## src/rtl/tc_pkg.sv

```systemverilog
// tc_pkg: shared state encoding, register offsets and CTRL field positions for timer_counter
package tc_pkg;

    typedef enum logic [1:0] {
        IDLE = 2'd0,
        LOAD = 2'd1,
        CNT  = 2'd2,
        INT  = 2'd3
    } tc_state_e;

    localparam logic [1:0] CTRL_OFF   = 2'd0;
    localparam logic [1:0] PRESET_OFF = 2'd1;
    localparam logic [1:0] COUNT_OFF  = 2'd2;

    localparam int EN      = 0;
    localparam int MODE_LO = 1;
    localparam int MODE_HI = 2;
    localparam int IM      = 3;

    localparam logic [1:0] MODE_ONESHOT = 2'b00;
    localparam logic [1:0] MODE_RELOAD  = 2'b01;

    // Only the exact reload code restarts; the unused codes behave as one-shot.
    function automatic logic is_reload(input logic [1:0] m);
        return m == MODE_RELOAD;
    endfunction

endpackage

```

## src/rtl/timer_counter_if.sv

```systemverilog
// timer_counter_if: word-register bus between the CPU bridge and one timer instance
interface timer_counter_if;

    logic [1:0]  addr;
    logic        we;
    logic [31:0] wdata;
    logic [31:0] rdata;
    logic        irq;

    modport master (output addr, we, wdata, input rdata, irq);
    modport slave  (input addr, we, wdata, output rdata, irq);

endinterface

```

## src/rtl/tc_prescaler.sv

```systemverilog
// tc_prescaler: divides the count step by P+1; only built when TC_PRESCALE_EN is defined
`ifdef TC_PRESCALE_EN
module tc_prescaler #(
    parameter int W = 4
) (
    input  logic         clk,
    input  logic         reset,
    input  logic         clear,
    input  logic         run,
    input  logic [W-1:0] p,
    output logic         tick
);

    logic [W-1:0] cnt;

    // >= keeps the divider from running a full wrap if P is lowered mid-count
    assign tick = cnt >= p;

    // Counts 0..P while running; restarts from 0 on every reload.
    always_ff @(posedge clk) begin
        if (reset || clear)
            cnt <= '0;
        else if (run)
            cnt <= tick ? '0 : cnt + 1'b1;
    end

endmodule
`endif

```

## src/rtl/timer_counter.sv

```systemverilog
// timer_counter: memory-mapped down-counter with one-shot/auto-reload interrupt; TC_PRESCALE_EN adds a prescaler
module timer_counter
    import tc_pkg::*;
#(
    parameter logic [31:0] RESET_PRESET = 32'h0,
    parameter int          PRESCALE_W   = 4
) (
    input logic            clk,
    input logic            reset,
    timer_counter_if.slave bus
);

    tc_state_e   state, state_nxt;
    logic [31:0] preset, count, count_nxt, ctrl_rd;
    logic [1:0]  mode;
    logic        en, im, irq_flag;
    logic        ctrl_wr, flag_set, flag_clr, en_clr, tick;

    assign ctrl_wr = bus.we && bus.addr == CTRL_OFF;

`ifdef TC_PRESCALE_EN
    logic [PRESCALE_W-1:0] p;

    // Prescale field lives beside the other CTRL bits and is written with them.
    always_ff @(posedge clk) begin
        if (reset)
            p <= '0;
        else if (ctrl_wr)
            p <= bus.wdata[4 +: PRESCALE_W];
    end

    tc_prescaler #(.W(PRESCALE_W)) u_prescaler (
        .clk   (clk),
        .reset (reset),
        .clear (state == LOAD),
        .run   (state == CNT),
        .p     (p),
        .tick  (tick)
    );

    assign ctrl_rd = 32'({p, im, mode, en});
`else
    assign tick    = 1'b1;
    assign ctrl_rd = {{(28 - PRESCALE_W){1'b0}}, {PRESCALE_W{1'b0}}, im, mode, en};
`endif

    // Next state, next COUNT and the flag/enable side effects of each state.
    always_comb begin
        state_nxt = state;
        count_nxt = count;
        flag_set  = 1'b0;
        flag_clr  = 1'b0;
        en_clr    = 1'b0;
        case (state)
            IDLE: if (en) state_nxt = LOAD;
            LOAD: begin
                count_nxt = preset;
                state_nxt = CNT;
            end
            CNT: begin
                if (!en) begin
                    state_nxt = IDLE;
                end else if (tick) begin
                    if (count > 32'd1) begin
                        count_nxt = count - 32'd1;
                    end else begin
                        count_nxt = '0;
                        flag_set  = 1'b1;
                        state_nxt = INT;
                    end
                end
            end
            INT: begin
                if (is_reload(mode)) begin
                    flag_clr  = 1'b1;
                    state_nxt = LOAD;
                end else begin
                    en_clr    = 1'b1;
                    state_nxt = IDLE;
                end
            end
        endcase
    end

    // Register file and FSM state; a CPU CTRL write overrides the one-shot enable clear.
    always_ff @(posedge clk) begin
        if (reset) begin
            state    <= IDLE;
            preset   <= RESET_PRESET;
            count    <= '0;
            en       <= 1'b0;
            mode     <= MODE_ONESHOT;
            im       <= 1'b0;
            irq_flag <= 1'b0;
        end else begin
            state <= state_nxt;
            count <= count_nxt;
            if (bus.we && bus.addr == PRESET_OFF)
                preset <= bus.wdata;
            if (ctrl_wr) begin
                en   <= bus.wdata[EN];
                mode <= bus.wdata[MODE_HI:MODE_LO];
                im   <= bus.wdata[IM];
            end else if (en_clr) begin
                en <= 1'b0;
            end
            irq_flag <= ctrl_wr ? 1'b0 : flag_set ? 1'b1 : flag_clr ? 1'b0 : irq_flag;
        end
    end

    assign bus.rdata = bus.addr == CTRL_OFF   ? ctrl_rd :
                       bus.addr == PRESET_OFF ? preset  :
                       bus.addr == COUNT_OFF  ? count   : 32'h0;

    assign bus.irq = im & irq_flag;

endmodule
```

## src/flat_wrapper.sv

```systemverilog
// flat-port wrapper written by rule: the top's interface ports become plain ports
module timer_counter_flat import tc_pkg::*;
#(
    parameter logic [31:0] RESET_PRESET = 32'h0,
    parameter int          PRESCALE_W   = 4
)
  (clk, reset, bus_addr, bus_we, bus_wdata, bus_rdata, bus_irq);
  timer_counter_if bus_i ();
  input logic clk;
  input logic reset;
  input wire logic [$bits(bus_i.addr)-1:0] bus_addr;
  input wire logic [$bits(bus_i.we)-1:0] bus_we;
  input wire logic [$bits(bus_i.wdata)-1:0] bus_wdata;
  output wire logic [$bits(bus_i.rdata)-1:0] bus_rdata;
  output wire logic [$bits(bus_i.irq)-1:0] bus_irq;
  assign bus_i.addr = bus_addr;
  assign bus_i.we = bus_we;
  assign bus_i.wdata = bus_wdata;
  assign bus_rdata = bus_i.rdata;
  assign bus_irq = bus_i.irq;
  timer_counter #(.RESET_PRESET(RESET_PRESET), .PRESCALE_W(PRESCALE_W)) u_core (.clk(clk), .reset(reset), .bus(bus_i));
endmodule
```

## config.mk

```make
export PLATFORM = sky130hd
export DESIGN_NAME = timer_counter_flat
export DESIGN_NICKNAME = d
export VERILOG_FILES = /design/src/rtl/tc_pkg.sv /design/src/rtl/timer_counter_if.sv /design/src/rtl/tc_prescaler.sv /design/src/rtl/timer_counter.sv /design/src/flat_wrapper.sv
export SDC_FILE = /design/constraint.sdc
export NUM_CORES = 1
export LEC_CHECK = 0
export ABC_CLOCK_PERIOD_IN_PS = 6600
export CAP_MARGIN = 10
export CORE_MARGIN = 8
export CORE_UTILIZATION = 48
export DETAILED_ROUTE_END_ITERATION = 8
export PLACE_DENSITY = 0.81
export SYNTH_ARGS = -nofsm -noshare
export SYNTH_HDL_FRONTEND = slang
export SYNTH_SLANG_ARGS = --single-unit
export TNS_END_PERCENT = 10
```

## constraint.sdc

```tcl
create_clock -name clk -period 6.6 [get_ports clk]
set_clock_uncertainty 0.05 [all_clocks]
set_input_delay 0.66 -clock clk [delete_from_list [all_inputs] [get_ports clk]]
set_output_delay 0.66 -clock clk [all_outputs]
set_load 0.02 [all_outputs]
```

==> flow_metrics.env, run 1 <==
export IMPL_outcome="finished clean"
export IMPL_yosysWarnings=0
export IMPL_rsz0062_at_grt="no"
export IMPL_critical_path_class="input port to output port"
export IMPL_grtUsageTotal=0.198
export IMPL_hold_class="flop to flop"
export IMPL_async_flop_share=0
export IMPL_place_inst=645
export IMPL_synth_area_um2=3840
export IMPL_place_ws_ns=2.82
export IMPL_ant_nets=0
export IMPL_place_congestion=0.892
export IMPL_drv_cap=0
export IMPL_dr_total_vias=3998
export IMPL_layout_commonest_cell="nand2_1"
export IMPL_arrival_ns=3.07
export IMPL_synthFlopType="dfxtp_1"
export IMPL_pwr_share_seq=0.430
export IMPL_finalHoldViolations=0
export IMPL_drive_above_1_share=0.0554
export IMPL_synth_distinct_cells=52
export IMPL_met3_length_um=732
export IMPL_tightest_slew_ns=1.17
export IMPL_required_ns=5.89
export IMPL_firstDrtPassIters=4
export IMPL_fmax_mhz=265
export IMPL_synth_top_cell_area_share=0.370
export IMPL_layout_nets=594
export IMPL_worst_slack_ns=2.82
export IMPL_p_int_uw=776
export IMPL_timing_slew_headroom=0.215
export IMPL_whs_ns=0.417
export IMPL_clk_path_buf_depth=2
export IMPL_highest_layer="met4"
export IMPL_synthCells=508
export IMPL_rows=32
export IMPL_wl_per_cell_um=17.0
export IMPL_powerDensity_nw_per_um2=221
export IMPL_p_sw_frac=0.266
export IMPL_cts_buffers_inserted=9
export IMPL_fin_total_pwr_uw=1060
export IMPL_drv_slew=0
export IMPL_wl_met1_um=5030
export IMPL_grt_overflow=0
export IMPL_clkPwrFrac=0.405
export IMPL_synth_edf_count=0
export IMPL_diodes=0
export IMPL_fillers=697
export IMPL_grt_antenna_before_repair=0
export IMPL_synth_top_area_cell="dfxtp_1"
export IMPL_regToRegSetupSlack_ns=3.54
export IMPL_port_buffers=69
export IMPL_ys_seq_area_frac=0.370
export IMPL_root_buffer="clkbuf_8"
export IMPL_drtIter0Drc=259
export IMPL_clkTransAtPathRegs_ns=0.07
export IMPL_coreArea_um2=7730
export IMPL_syn_to_final_growth_pct=24.6
export IMPL_syn_nets=547
export IMPL_crit_path_end_kind="output port"
export IMPL_ys_seq_elements=71
export IMPL_synth_area_leaders="dfxtp_1 (37%), nand2_1 (9.1%), a21oi_1 (7.3%), a22o_1 (6.4%), o21ai_0 (5.7%)"
export IMPL_final_cells=662
export IMPL_grt_pass1_wl_um=18800
export IMPL_final_setup_tns_ns=0
export IMPL_clk_latency_ns=0.35
export IMPL_hold_buffers=0
export IMPL_die_h_um=105
export IMPL_cp_start_kind="input port"
export IMPL_wirelength_um=11200
export IMPL_dp_hpwl_um=7190
export IMPL_layout_common_cells="nand2_1 (93), dfxtp_1 (71), clkdlybuf4s50_1 (68), a21oi_1 (56), o21ai_0 (44)"
export IMPL_die_x_um=105
export IMPL_vias_per_cell=6.04
export IMPL_ctsResizeCount=0
export IMPL_grt_max_degree=69
export IMPL_p_leak_uw=0.00174
export IMPL_hold_depth=2
export IMPL_grt_pass1_vias=3835
export IMPL_power_switching_uw=282
export IMPL_htree_num_levels=3
export IMPL_vdd_drop_max_uv=111
export IMPL_path_max_fanout=19
export IMPL_fin_crit_sh=0.572
export IMPL_r2r_cells=6
export IMPL_initial_core_util=0.497
export IMPL_num_io_pins=70
export IMPL_cts_sinks=71
export IMPL_wl_met2_um=5340
export IMPL_drcViolationCount=0
export IMPL_tritoncts="built"
export IMPL_setup_violations=0
export IMPL_fin_crit_ns=3.78
export IMPL_postSynthAreaPerCell_um2=7.57
export IMPL_cts_setup_buffers=0
export IMPL_die_area_um2=11100
export IMPL_pwr_share_comb=0.165
[cells in the mapped netlist, drive strengths merged, types with 2 or more instances]
cell type	number
a32oi	2
nand3	9
a22o	28
o21ai	45
nand2	93
a211o	3
or3	8
nor3	13
or2	2
clkbuf	32
and3	2
a211oi	20
o21a	5
nor2	36
nor4	8
a21oi	58
a31oi	2
nand4	3
ha	2
buf	6
xor2	5
inv	8
nand2b	4
o211a	3
a21o	4
and2	4
o41ai	2
nor2b	5
dfxtp	71
or4	5
mux2i	7
[worst paths after layout]
| check | end | from |
|---|---|---|
| worst max-delay path | bus_rdata[30] | bus_addr[0] |
| worst min-delay path | u_core.preset[24] | u_core.preset[24] |
| worst max register to register | u_core.count[21] | u_core.state[1] |
| worst min register to register | u_core.preset[24] | u_core.preset[24] |
[sequential cells by signal, indices dropped and copies added (netlist names)]
name,count
u_core.en,1
u_core.im,1
u_core.irq_flag,1
u_core.mode,2
u_core.preset,32
u_core.state,2
u_core.count,32
[worst max-delay path, stage by stage]
cell and delay [ns]:
clkdlybuf4s50_1 0.58, nor2b_2 0.61, buf_4 0.38, a22o_1 0.21
clkdlybuf4s50_1 0.62
[layer usage]
metal,up-vias,global-route usage
li1,1918,-
met1,1907,0.252
met2,159,0.330
met3,14,0.0457
met4,0,0.0510
met5,-,0
[metrics by stage]
| stage | utilization | instance area [um2] |
|---|---|---|
| after global routing | 0.620 | 4790 |
| after floorplan | - | 3840 |
| after detailed placement | 0.587 | 4540 |
| final | 0.620 | 4790 |
| after CTS | 0.618 | 4780 |
| after global placement | 0.587 | 4540 |
[layout make-up]
type / count / area (um2) / area share
clock inverters: 3 / 90.1 / 0.0188
repair buffers: 74 / 731 / 0.153
multi-input cells: 391 / 2240 / 0.468
clock buffers: 13 / 149 / 0.0311
well taps: 102 / 128 / 0.0266
flip-flops and latches: 71 / 1420 / 0.297
inverters: 8 / 30.0 / 0.00627
[power groups by stage]
stage          registers (uW)  clock network (uW)  logic [uW]
4_1_cts                   454                 427         172
3_3_place_gp              463                   0         166
6_report                  454                 428         174
2_1_floorplan             459                   0         117
3_5_place_dp              464                   0         169
5_1_grt                   456                 443         193
[cells by family after synthesis]
logic type,share of synthesized area
and+or+nand+nor,0.239
AOI/OAI and AO/OA,0.305
DFF,0.370
buffers and inverters,0.0482
muxes,0.0182
xor gates and xnor gates,0.0137
adders and majority gates,0.00651
(Power assumes the default switching activity.)
==> inputs of run 2 (changes only) <==
Settings changed: ABC_CLOCK_PERIOD_IN_PS 6600 to 3500.
Clock period 6.6 ns to 3.5 ns, I/O delays scaled along.
==> flow_metrics.env, run 2 (synthesis results as in run 1) <==
export IMPL_cp_start_kind="input port"
export IMPL_cts_sinks=71
export IMPL_fmax_mhz=355
export IMPL_wl_per_cell_um=16.6
export IMPL_fin_total_pwr_uw=1990
export IMPL_coreArea_um2=7730
export IMPL_required_ns=3.10
export IMPL_rsz0062_at_grt="no"
export IMPL_path_max_fanout=28
export IMPL_tightest_slew_ns=0.902
export IMPL_layout_nets=601
export IMPL_diodes=0
export IMPL_initial_core_util=0.497
export IMPL_num_io_pins=70
export IMPL_hold_end="u_core.preset[25]"
export IMPL_die_area_um2=11100
export IMPL_hold_depth=2
export IMPL_rr_startpoint="u_core.count[4]"
export IMPL_rows=32
export IMPL_min_from="reset"
export IMPL_htree_num_levels=3
export IMPL_firstDrtPassIters=5
export IMPL_r2r_cells=6
export IMPL_die_h_um=105
export IMPL_dr_total_vias=4052
export IMPL_grt_pass1_wl_um=18700
export IMPL_final_setup_tns_ns=0
export IMPL_fin_crit_sh=0.805
export IMPL_power_switching_uw=530
export IMPL_tritoncts="built"
export IMPL_dp_hpwl_um=7680
export IMPL_layout_commonest_cell="nand2_1"
export IMPL_clk_path_buf_depth=2
export IMPL_p_int_uw=1460
export IMPL_outcome="finished clean"
export IMPL_crit_path_end_kind="output port"
export IMPL_setup_violations=0
export IMPL_powerDensity_nw_per_um2=411
export IMPL_pwr_share_comb=0.166
export IMPL_finalHoldViolations=0
export IMPL_vdd_drop_max_uv=217
export IMPL_hold_class="input port to flop"
export IMPL_arrival_ns=2.42
export IMPL_drv_slew=0
export IMPL_crit_chain="clkdlybuf4s50_1, nor2b_2, buf_4, a22o_1, clkdlybuf4s50_1"
export IMPL_worstReg2RegEnd="u_core.count[12]"
export IMPL_pwr_share_seq=0.430
export IMPL_crit_path_top_delay_cell="clkdlybuf4s50_1"
export IMPL_regToRegSetupSlack_ns=0.71
export IMPL_clkTransAtPathRegs_ns=0.07
export IMPL_syn_to_final_growth_pct=26.0
export IMPL_fin_crit_ns=2.82
export IMPL_drv_cap=0
export IMPL_cts_buffers_inserted=9
export IMPL_crit_family="buffers and inverters"
export IMPL_worst_path_most_repeated_cell="clkdlybuf4s50_1"
export IMPL_cts_setup_buffers=0
export IMPL_place_congestion=0.917
export IMPL_p_sw_frac=0.266
export IMPL_reg_top3="u_core.count: 32 flops, u_core.preset: 32 flops"
export IMPL_wirelength_um=11100
export IMPL_critPathBufInv=3
export IMPL_vias_per_cell=6.06
export IMPL_utilization=0.627
export IMPL_fillers=655
export IMPL_drtIter0Drc=191
export IMPL_drive_above_1_share=0.0723
export IMPL_clkPwrFrac=0.404
export IMPL_port_buffers=69
export IMPL_clk_latency_ns=0.35
export IMPL_grt_pass1_vias=3856
export IMPL_grtUsageTotal=0.199
export IMPL_timing_slew_headroom=0.399
export IMPL_critical_path_class="input port to output port"
export IMPL_root_buffer="clkbuf_8"
export IMPL_die_x_um=105
export IMPL_whs_ns=0.360
export IMPL_max_stage_delay_ns=0.67
export IMPL_hold_buffers=0
export IMPL_ant_nets=0
export IMPL_grt_antenna_before_repair=0
export IMPL_grt_max_degree=33
export IMPL_ctsResizeCount=0
export IMPL_layout_common_cells="nand2_1 (93), dfxtp_1 (71), clkdlybuf4s50_1 (68), a21oi_1 (56), o21ai_0 (44)"
export IMPL_drcViolationCount=0
export IMPL_grt_overflow=0
export IMPL_p_leak_uw=0.00177
run 2: changes by cell type in the layout (fill, tap and decap cells not counted), sizes merged:
cell      before  now
buf            6   13
clkinv         0    2
clkinvlp       0    1
clkbuf        13   10
run 2: power by group through the flow:
| stage | clock network (uW) | registers, uW | logic [uW] |
|---|---|---|---|
| CTS | 811 | 856 | 327 |
| floorplan | 0 | 866 | 220 |
| global route | 842 | 860 | 363 |
| finish | 804 | 856 | 330 |
| detailed placement | 0 | 874 | 322 |
| global placement | 0 | 874 | 315 |
run 2: worst max-delay path by stage:
stage | start | end | slack, ns | depth (start not counted)
after floorplan | u_core.count[4] | u_core.count[23] | 1.18 | 7
after global placement | bus_addr[1] | bus_rdata[31] | 0.74 | 5
after detailed placement | bus_addr[1] | bus_rdata[31] | 0.71 | 5
after CTS | bus_addr[1] | bus_rdata[24] | 0.70 | 5
after global routing | u_core.count[4] | u_core.count[12] | 0.62 | 6
final | bus_addr[1] | bus_rdata[31] | 0.68 | 5
run 2: area by class of cell:
cell class	instances	area (um2)	share of cell area
multi-input combinational	391	2240	0.463
sequential	71	1420	0.294
timing repair buffer	81	776	0.160
clock buffer	10	138	0.0284
tap	102	128	0.0264
clock inverter	6	108	0.0222
inverter	8	30.0	0.00620
run 2: metrics by stage:
step / instance area (um2) / cells / worst slack (ns)
after CTS: 4840 / 669 / 0.702
after global routing: 4840 / 669 / 0.616
after floorplan: 3840 / 508 / 1.18
after global placement: 4600 / 653 / 0.743
after detailed placement: 4600 / 653 / 0.712
final: 4840 / 669 / 0.682
run 2: routing by layer:
metal / track usage / wire length, um / vias up
li1: - / - / 1941
met1: 0.252 / 4770 / 1926
met2: 0.318 / 5280 / 166
met3: 0.0438 / 861 / 19
met4: 0.0877 / 202 / 0
met5: 0 / 0 / -
==> inputs of run 3 (changes only) <==
Settings changed: ABC_CLOCK_PERIOD_IN_PS 3500 to 2840.
Clock period 3.5 ns to 2.84 ns, I/O delays scaled along.
==> flow_metrics.env, run 3 (synthesis results as in run 1) <==
export IMPL_layout_nets=606
export IMPL_hold_end="u_core.preset[10]"
export IMPL_tritoncts="built"
export IMPL_path_max_fanout=19
export IMPL_drv_cap=0
export IMPL_arrival_ns=2.73
export IMPL_vias_per_cell=6.00
export IMPL_regToRegSetupSlack_ns=0.28
export IMPL_place_ws_ns=0.322
export IMPL_cts_sinks=71
export IMPL_grt_pass1_wl_um=19200
export IMPL_finalInstanceArea_um2=4860
export IMPL_crit_family="simple AND/OR/NAND/NOR gates"
export IMPL_grt_max_degree=33
export IMPL_critical_path_class="flop to flop"
export IMPL_crit_path_top_delay_cell="or4_4"
export IMPL_clkTransAtPathRegs_ns=0.08
export IMPL_hold_depth=2
export IMPL_power_switching_uw=645
export IMPL_rr_startpoint="u_core.count[4]"
export IMPL_grt_antenna_before_repair=0
export IMPL_placed_cell_area_um2=4660
export IMPL_cts_setup_buffers=0
export IMPL_drtIter0Drc=246
export IMPL_outcome="finished clean"
export IMPL_grt_overflow=0
export IMPL_syn_to_final_growth_pct=26.6
export IMPL_p_sw_frac=0.275
export IMPL_p_int_uw=1700
export IMPL_hold_buffers=0
export IMPL_cts_buffers_inserted=9
export IMPL_coreArea_um2=7730
export IMPL_max_stage_delay_ns=0.59
export IMPL_htree_num_levels=3
export IMPL_ctsResizeCount=0
export IMPL_root_buffer="clkbuf_8"
export IMPL_min_from="reset"
export IMPL_drv_slew=0
export IMPL_rsz0062_at_grt="no"
export IMPL_multi_input_area_um2=2240
export IMPL_grtUsageTotal=0.206
export IMPL_tightest_slew_ns=0.823
export IMPL_place_congestion=0.908
export IMPL_die_h_um=105
export IMPL_clk_latency_ns=0.35
export IMPL_fin_total_pwr_uw=2340
export IMPL_dr_total_vias=4041
export IMPL_wirelength_um=11400
export IMPL_rows=32
export IMPL_drcViolationCount=0
export IMPL_port_buffers=69
export IMPL_cp_start_kind="flop"
export IMPL_ant_nets=0
export IMPL_fmax_mhz=391
export IMPL_drive_above_1_share=0.0752
export IMPL_layout_commonest_cell="nand2_1"
export IMPL_diodes=0
export IMPL_cp_startpoint="u_core.count[4]"
export IMPL_final_setup_tns_ns=0
export IMPL_reg_top3="u_core.count: 32 flops, u_core.preset: 32 flops"
export IMPL_setup_violations=0
export IMPL_pwr_share_comb=0.178
export IMPL_worst_slack_ns=0.285
export IMPL_clk_path_buf_depth=2
export IMPL_crit_path_end_kind="flop"
export IMPL_layout_common_cells="nand2_1 (93), dfxtp_1 (71), clkdlybuf4s50_1 (68), a21oi_1 (56), o21ai_0 (44)"
export IMPL_fillers=670
export IMPL_fin_crit_ns=2.56
export IMPL_wl_per_cell_um=16.9
export IMPL_firstDrtPassIters=4
export IMPL_crit_chain="or4_4, or3_1, nor3_1, a21oi_2, a22oi_1, a211oi_1"
export IMPL_finalHoldViolations=0
export IMPL_seq_area_um2=1420
export IMPL_num_io_pins=70
export IMPL_worstReg2RegEnd="u_core.count[0]"
export IMPL_timing_slew_headroom=0.451
export IMPL_grt_pass1_vias=4040
export IMPL_pwr_share_seq=0.451
export IMPL_dp_hpwl_um=7810
export IMPL_r2r_cells=6
export IMPL_critPathBufInv=0
export IMPL_fin_crit_sh=0.900
export IMPL_powerDensity_nw_per_um2=482
export IMPL_clkPwrFrac=0.371
export IMPL_required_ns=3.02
export IMPL_initial_core_util=0.497
export IMPL_die_x_um=105
export IMPL_die_area_um2=11100
export IMPL_vdd_drop_max_uv=274
export IMPL_p_leak_uw=0.00178
export IMPL_hold_class="input port to flop"
-- run 3: changes by cell type in the layout (fill, tap and decap cells not counted), sizes merged --
cell | previous run | this run
bufinv | 3 | 2
clkbuf | 10 | 12
buf | 13 | 18
clkinvlp | 1 | 0
-- run 3: power groups by stage --
stage | sequential, uW | clock, uW | combinational [uW]
detailed placement | 1080 | 0 | 408
floorplan | 1070 | 0 | 272
global placement | 1080 | 0 | 403
CTS | 1060 | 871 | 413
finish | 1060 | 870 | 417
global route | 1060 | 928 | 461
-- run 3: how the worst max path moves through the flow --
stage / end / cells after the start / slack [ns]
after floorplan: u_core.count[23] / 7 / 0.52
after global placement: u_core.count[0] / 6 / 0.39
after detailed placement: u_core.count[0] / 6 / 0.32
after CTS: u_core.count[0] / 6 / 0.31
after global routing: u_core.count[0] / 6 / 0.14
final: u_core.count[0] / 6 / 0.28
-- run 3: cell type report --
cell class                 count  share of cell area
inverter                       8             0.00617
tap                          102              0.0262
sequential                    71               0.292
clock buffer                  12              0.0278
multi-input combinational    391               0.461
clock inverter                 4              0.0144
timing repair buffer          86               0.172
-- run 3: per-layer routing --
metal	track usage	vias to the layer above	part of all wire	routed length, um
li1	-	1951	-	-
met1	0.253	1919	0.45	5090
met2	0.331	151	0.48	5440
met3	0.0487	20	0.060	684
met4	0.0979	0	0.015	166
met5	0	-	0	0
-- run 3: worst register-to-register path: cells and delay by family (launching register included) --
kind,cells,cell delay (ns)
AND/OR/NAND/NOR,3,1.38
AO/OA/AOI/OAI,3,0.64
flip-flops,1,0.36
-- run 3: per-stage QoR --
step / hold WS, ns / util / cells
after floorplan: 0.370 / - / 508
after global placement: 0.407 / 0.603 / 658
after detailed placement: 0.413 / 0.603 / 658
after CTS: 0.383 / 0.630 / 674
after global routing: 0.411 / 0.630 / 674
final: 0.390 / 0.630 / 674
